--- src/rtl/vend_pkg.sv ---
// Shared types and default parameters for the vending credit datapath.
package vend_pkg;

  typedef enum logic [1:0] {IDLE, PAY, GAP} credit_state_t;

  localparam int DEF_NUM_COINS  = 3;
  localparam int DEF_CREDIT_W   = 8;
  localparam int DEF_MAX_CREDIT = 200;
  localparam int DEF_CHANGE_GAP = 4;

  localparam logic [DEF_CREDIT_W-1:0] COIN_5  = 8'd5;
  localparam logic [DEF_CREDIT_W-1:0] COIN_10 = 8'd10;
  localparam logic [DEF_CREDIT_W-1:0] COIN_25 = 8'd25;

  // Index 0 is the smallest denomination.
  localparam logic [DEF_NUM_COINS*DEF_CREDIT_W-1:0] DEF_COIN_VALUES = {COIN_25, COIN_10, COIN_5};

endpackage

--- src/rtl/credit_manager_if.sv ---
// Coin, purchase and change signals between the front end / dispense controller and credit_manager.
interface credit_manager_if
  import vend_pkg::*;
#(
  parameter int NUM_COINS = DEF_NUM_COINS,
  parameter int CREDIT_W  = DEF_CREDIT_W
);
  logic [NUM_COINS-1:0] coin_in;
  logic [NUM_COINS-1:0] coin_reject;
  logic                 buy_req;
  logic [CREDIT_W-1:0]  price;
  logic                 buy_ack;
  logic                 buy_nack;
  logic                 refund_req;
  logic [NUM_COINS-1:0] change_out;
  logic                 busy;
  logic [CREDIT_W-1:0]  credit;

  modport master (
    output coin_in, buy_req, price, refund_req,
    input  coin_reject, buy_ack, buy_nack, change_out, busy, credit
  );

  modport slave (
    input  coin_in, buy_req, price, refund_req,
    output coin_reject, buy_ack, buy_nack, change_out, busy, credit
  );
endinterface

--- src/rtl/coin_edge_detect.sv ---
// Registered rising-edge detector across all coin channels; a held-high level yields one event.
module coin_edge_detect #(
  parameter int WIDTH = 3
) (
  input  logic             clk,
  input  logic             reset,
  input  logic [WIDTH-1:0] level,
  output logic [WIDTH-1:0] rise
);
  logic [WIDTH-1:0] prev_reg;

  always_ff @(posedge clk or posedge reset) begin
    if (reset) prev_reg <= '0;
    else       prev_reg <= level;
  end

  for (genvar gi = 0; gi < WIDTH; gi++) begin : g_rise
    assign rise[gi] = level[gi] & ~prev_reg[gi];
  end
endmodule

--- src/rtl/credit_manager.sv ---
// Credit engine: coin acceptance with ceiling, purchase ack/nack and paced change payout.
module credit_manager
  import vend_pkg::*;
#(
  parameter int                            NUM_COINS   = DEF_NUM_COINS,
  parameter int                            CREDIT_W    = DEF_CREDIT_W,
  parameter logic [NUM_COINS*CREDIT_W-1:0] COIN_VALUES = DEF_COIN_VALUES,
  parameter int                            MAX_CREDIT  = DEF_MAX_CREDIT,
  parameter int                            CHANGE_GAP  = DEF_CHANGE_GAP
) (
  input logic             clk,
  input logic             reset,
  credit_manager_if.slave bus
);
  localparam int SUM_W = CREDIT_W + 1;
  localparam int GAP_W = (CHANGE_GAP > 1) ? $clog2(CHANGE_GAP) : 1;

  function automatic logic [CREDIT_W-1:0] coin_val(input int idx);
    return COIN_VALUES[idx*CREDIT_W +: CREDIT_W];
  endfunction

  credit_state_t        state_reg, state_next;
  logic [CREDIT_W-1:0]  credit_reg, credit_next;
  logic [GAP_W-1:0]     gap_cnt_reg, gap_cnt_next;
  logic [NUM_COINS-1:0] coin_reject_reg, coin_reject_next;
  logic [NUM_COINS-1:0] change_out_reg, change_out_next;
  logic                 buy_ack_reg, buy_ack_next;
  logic                 buy_nack_reg, buy_nack_next;

  logic [NUM_COINS-1:0] coin_evt;
  logic [SUM_W-1:0]     sum;
  logic [CREDIT_W-1:0]  pay_val;
  logic [NUM_COINS-1:0] pay_hot;

  coin_edge_detect #(.WIDTH(NUM_COINS)) u_edge (
    .clk   (clk),
    .reset (reset),
    .level (bus.coin_in),
    .rise  (coin_evt)
  );

  // Largest denomination that still fits in the current credit; none selected ends the payout.
  always_comb begin
    pay_val = '0;
    pay_hot = '0;
    for (int i = 0; i < NUM_COINS; i++) begin
      if (credit_reg >= coin_val(i)) begin
        pay_val = coin_val(i);
        pay_hot = NUM_COINS'(1) << i;
      end
    end
  end

  always_comb begin
    state_next       = state_reg;
    credit_next      = credit_reg;
    gap_cnt_next     = gap_cnt_reg;
    coin_reject_next = '0;
    change_out_next  = '0;
    buy_ack_next     = 1'b0;
    buy_nack_next    = 1'b0;
    sum              = {1'b0, credit_reg};

    case (state_reg)
      IDLE: begin
        // Purchase is deducted first; coins then accumulate on top in ascending channel order.
        if (bus.buy_req) begin
          if (bus.price <= credit_reg) begin
            sum          = sum - {1'b0, bus.price};
            buy_ack_next = 1'b1;
          end else begin
            buy_nack_next = 1'b1;
          end
        end
        for (int i = 0; i < NUM_COINS; i++) begin
          if (coin_evt[i]) begin
            if (sum + {1'b0, coin_val(i)} <= SUM_W'(MAX_CREDIT)) sum = sum + {1'b0, coin_val(i)};
            else coin_reject_next[i] = 1'b1;
          end
        end
        credit_next = sum[CREDIT_W-1:0];
        if (bus.refund_req && !bus.buy_req) state_next = PAY;
      end

      PAY: begin
        coin_reject_next = coin_evt;
        buy_nack_next    = bus.buy_req;
        if (pay_hot == '0) begin
          state_next = IDLE;
        end else begin
          change_out_next = pay_hot;
          credit_next     = credit_reg - pay_val;
          if (CHANGE_GAP == 0) begin
            state_next = PAY;
          end else begin
            state_next   = GAP;
            gap_cnt_next = GAP_W'(CHANGE_GAP - 1);
          end
        end
      end

      GAP: begin
        coin_reject_next = coin_evt;
        buy_nack_next    = bus.buy_req;
        if (gap_cnt_reg == '0) state_next = PAY;
        else                   gap_cnt_next = gap_cnt_reg - 1'b1;
      end

      default: state_next = IDLE;
    endcase
  end

  always_ff @(posedge clk or posedge reset) begin
    if (reset) begin
      state_reg       <= IDLE;
      credit_reg      <= '0;
      gap_cnt_reg     <= '0;
      coin_reject_reg <= '0;
      change_out_reg  <= '0;
      buy_ack_reg     <= 1'b0;
      buy_nack_reg    <= 1'b0;
    end else begin
      state_reg       <= state_next;
      credit_reg      <= credit_next;
      gap_cnt_reg     <= gap_cnt_next;
      coin_reject_reg <= coin_reject_next;
      change_out_reg  <= change_out_next;
      buy_ack_reg     <= buy_ack_next;
      buy_nack_reg    <= buy_nack_next;
    end
  end

  assign bus.coin_reject = coin_reject_reg;
  assign bus.change_out  = change_out_reg;
  assign bus.buy_ack     = buy_ack_reg;
  assign bus.buy_nack    = buy_nack_reg;
  assign bus.busy        = (state_reg != IDLE);
  assign bus.credit      = credit_reg;
endmodule
--- src/flat_wrapper.sv ---
// flat-port wrapper written by rule: the top's interface ports become plain ports
module credit_manager_flat import vend_pkg::*;
#(
  parameter int                            NUM_COINS   = DEF_NUM_COINS,
  parameter int                            CREDIT_W    = DEF_CREDIT_W,
  parameter logic [NUM_COINS*CREDIT_W-1:0] COIN_VALUES = DEF_COIN_VALUES,
  parameter int                            MAX_CREDIT  = DEF_MAX_CREDIT,
  parameter int                            CHANGE_GAP  = DEF_CHANGE_GAP
)
  (clk, reset, bus_coin_in, bus_buy_req, bus_price, bus_refund_req, bus_coin_reject, bus_buy_ack, bus_buy_nack, bus_change_out, bus_busy, bus_credit);
  credit_manager_if #(.NUM_COINS(NUM_COINS), .CREDIT_W(CREDIT_W)) bus_i ();
  input logic clk;
  input logic reset;
  input wire logic [$bits(bus_i.coin_in)-1:0] bus_coin_in;
  input wire logic [$bits(bus_i.buy_req)-1:0] bus_buy_req;
  input wire logic [$bits(bus_i.price)-1:0] bus_price;
  input wire logic [$bits(bus_i.refund_req)-1:0] bus_refund_req;
  output wire logic [$bits(bus_i.coin_reject)-1:0] bus_coin_reject;
  output wire logic [$bits(bus_i.buy_ack)-1:0] bus_buy_ack;
  output wire logic [$bits(bus_i.buy_nack)-1:0] bus_buy_nack;
  output wire logic [$bits(bus_i.change_out)-1:0] bus_change_out;
  output wire logic [$bits(bus_i.busy)-1:0] bus_busy;
  output wire logic [$bits(bus_i.credit)-1:0] bus_credit;
  assign bus_i.coin_in = bus_coin_in;
  assign bus_i.buy_req = bus_buy_req;
  assign bus_i.price = bus_price;
  assign bus_i.refund_req = bus_refund_req;
  assign bus_coin_reject = bus_i.coin_reject;
  assign bus_buy_ack = bus_i.buy_ack;
  assign bus_buy_nack = bus_i.buy_nack;
  assign bus_change_out = bus_i.change_out;
  assign bus_busy = bus_i.busy;
  assign bus_credit = bus_i.credit;
  credit_manager #(.NUM_COINS(NUM_COINS), .CREDIT_W(CREDIT_W), .COIN_VALUES(COIN_VALUES), .MAX_CREDIT(MAX_CREDIT), .CHANGE_GAP(CHANGE_GAP)) u_core (.clk(clk), .reset(reset), .bus(bus_i));
endmodule
--- config.mk ---
export PLATFORM = sky130hd
export DESIGN_NAME = credit_manager_flat
export DESIGN_NICKNAME = d
export VERILOG_FILES = /design/src/rtl/vend_pkg.sv /design/src/rtl/credit_manager_if.sv /design/src/rtl/coin_edge_detect.sv /design/src/rtl/credit_manager.sv /design/src/flat_wrapper.sv
export SDC_FILE = /design/constraint.sdc
export NUM_CORES = 1
export LEC_CHECK = 0
export ABC_CLOCK_PERIOD_IN_PS = 15150
export CAP_MARGIN = 40
export CORE_UTILIZATION = 65
export CTS_BUF_LIST = sky130_fd_sc_hd__clkbuf_4
export DETAILED_ROUTE_END_ITERATION = 8
export PLACE_DENSITY = 0.94
export SLEW_MARGIN = 0
export SYNTH_ARGS = -nofsm -noshare
export SYNTH_HDL_FRONTEND = slang
export SYNTH_SLANG_ARGS = --single-unit
--- constraint.sdc ---
create_clock -name clk -period 15.15 [get_ports clk]
set_input_delay 1.515 -clock clk [delete_from_list [all_inputs] [get_ports clk]]
set_output_delay 1.515 -clock clk [all_outputs]
set_load 0.02 [all_outputs]
==> impl_metrics.yaml <==
synthesis:
  async_reset_ff_share_pct: 100.0
  synthTopCellsByArea: "dfrtp_1, ha_1, o21ai_0"
  ys_types: 80
  synth_area_um2: 3395
  yosysTopAreaCellShare_pct: 16.96
  ys_ff_latch: 23
  avgSynthCellArea_um2: 7.786
  synth_area_leader_cell: "dfrtp_1"
  synth-edff-count: 0
  yosysWarnings: 0
  synthCells: 436
  yosysSeqAreaShare_pct: 16.96
  ys.flop_type: "dfrtp_1"
  synth_nets: 476
detailed_routing:
  dr.pass1.iters: 5
  drt_first_iter_violations: 399
  num_vias: 3529
  drt-total-wl_mm: 10.01
  drc_errors: 0
  wl_per_cell_um: 19.10
  drtAntennaViolNets: 0
  vias_per_cell: 6.735
die:
  die_w_um: 74.27
  die_area_um2: 5515
  num_rows: 25
  core_area_um2: 4880
  io_pins: 32
  initial_core_util_pct: 69.56
  dieHeight_um: 74.27
layout:
  design_area_um2: 3741
  final_cell_mix: "nand2_1, nor2_1, clkdlybuf4s50_1"
  largest_reg_flops: 8
  final_common_cell: "nand2_1"
  drive_gt1_share_pct: 6.565
  nets: 498
  final_util_pct: 76.67
  nFillCells: 383
  antenna_cells: 0
  area_growth_pct: 10.21
sta:
  fmax_mhz: 95.26
  hold_ws_ns: 0.5126
  timing.final.crit_period_ns: 10.50
  fin_crit_sh_pct: 69.29
  setup_viol: 0
  report.final.slew_viol_count: 0
  hold_viol: 0
  rsz0062_at_grt: "false"
  worst_pin_slew_ns: 0.7956
  slew_headroom_pct: 46.61
  fin_skew_ns: 0.01172
  finalSetupTns_ns: 0
setup_path:
  worstPathArrival_ns: 10.75
  worstSetupPathType: "in2reg"
  cp_common_cell: "ha_1"
  crit_path_end_kind: "flip-flop"
  max_stage_delay_ns: 0.65
  cp-start-kind: "input pin"
  crit_slowest_cell: "o21ai_1"
  crit_required_ns: 15.41
  crit_fanout: 11
clock_tree:
  cts-resized-gates: 0
  tritoncts: "done"
  htreeDepth: 1
  clock_sinks: 23
  cts-root-buf: "clkbuf_4"
  numCtsBuffers: 3
  clockBufferDepth: 2
  cts_setup_buffers: 0
  clkLatencyLatePin_ns: 0.32
  clk_pin_slew_worst_paths_ns: 0.14
  hold_buffers: 0
global_routing:
  grt_max_degree: 14
  grt.total_usage_pct: 37.49
  antenna_found_initial: 0
  grt_overflow_total: 0
  grt_pass1_wl_mm: 15.88
  grt_pass1_vias: 3279
min_path:
  hold_class: "reg2reg"
placement:
  place.gp.congestion: 0.9937
  hpwlAfterDp_mm: 7.959
  dpl_cell_area_um2: 3714
  port_buffers: 31
flow_run:
  cap_violations: 0
run_status:
  outcome: "finished, final reports clean"
[cell usage after synthesis (all sizes together), types with 4 or more instances]
cell,instances
xor2,14
buf,9
nand3,13
dfrtp,23
a21oi,30
a32oi,4
inv,30
xnor2,16
o211ai,9
or2,6
nand2,34
and2,5
nor3,15
mux2i,13
nor3b,6
nor2,34
and3,10
ha,23
o21a,4
nand2b,11
clkbuf,6
a21o,8
o21ai,32
a31oi,4
nand3b,4
a211oi,10
nor2b,8
[critical path: cells and delay by family]
kind / cells / cell delay (ns)
AOI/OAI and AO/OA: 11 / 3.36
xor gates and xnor gates: 4 / 0.69
adders and majority gates: 4 / 1.53
buffers and inverters: 3 / 0.59
muxes: 2 / 0.43
and+or+nand+nor: 11 / 2.63
[per-stage QoR]
step	instances	setup slack [ns]
floorplan	436	6.354
global placement	519	4.897
detailed placement	520	4.533
CTS	524	4.833
global route	524	3.978
finish	524	4.653
[metal layers]
metal | wire [µm] | vias to the layer above | track usage, %
met1 | 4130 | 1634 | 49.29
met4 | 303 | 0 | 13.21
li1 | - | 1641 | -
met5 | 0 | - | 0
met3 | 948 | 37 | 7.453
met2 | 4628 | 217 | 61.41
[logic make-up (layout without fill, tap and decap cells)]
family	count (synthesis)	after routing	share of synthesized area (%)
AO/OA/AOI/OAI	134	134	28.23
buffers and inverters	46	67	6.081
flip-flops	23	23	16.96
XOR/XNOR	32	32	9.067
multiplexers	14	14	4.755
AND/OR/NAND/NOR	162	162	25.25
adder cells (fa/ha/maj)	25	25	9.657
[final cells by class]
type	instances	area, µm²	share of cell area, %
multi-input combinational	367	2613	69.83
sequential	23	575.6	15.38
timing repair buffer	32	325.3	8.696
inverter	31	116.4	3.110
tap	67	83.83	2.241
clock buffer	3	22.52	0.6020
clock inverter	1	5.005	0.1338
[path summary, 6_finish.rpt]
path                                        from                         to  slack (ns)  cells past startpoint
setup reg to reg            u_core.bus.credit[6]       u_core.bus.credit[5]        5.69                     33
setup / recovery                    bus_price[5]       u_core.bus.credit[5]        4.65                     35
hold / removal             u_core.gap_cnt_reg[0]      u_core.gap_cnt_reg[0]        0.51                      1
max in group asynchronous                  reset  u_core.u_edge.prev_reg[0]       13.15                      3
hold reg to reg            u_core.gap_cnt_reg[0]      u_core.gap_cnt_reg[0]        0.51                      1
min in group asynchronous                  reset        u_core.state_reg[0]        1.52                      2
Power is not shown: default switching activity piles up to over one toggle a cycle in this logic, so the estimate is an artifact.
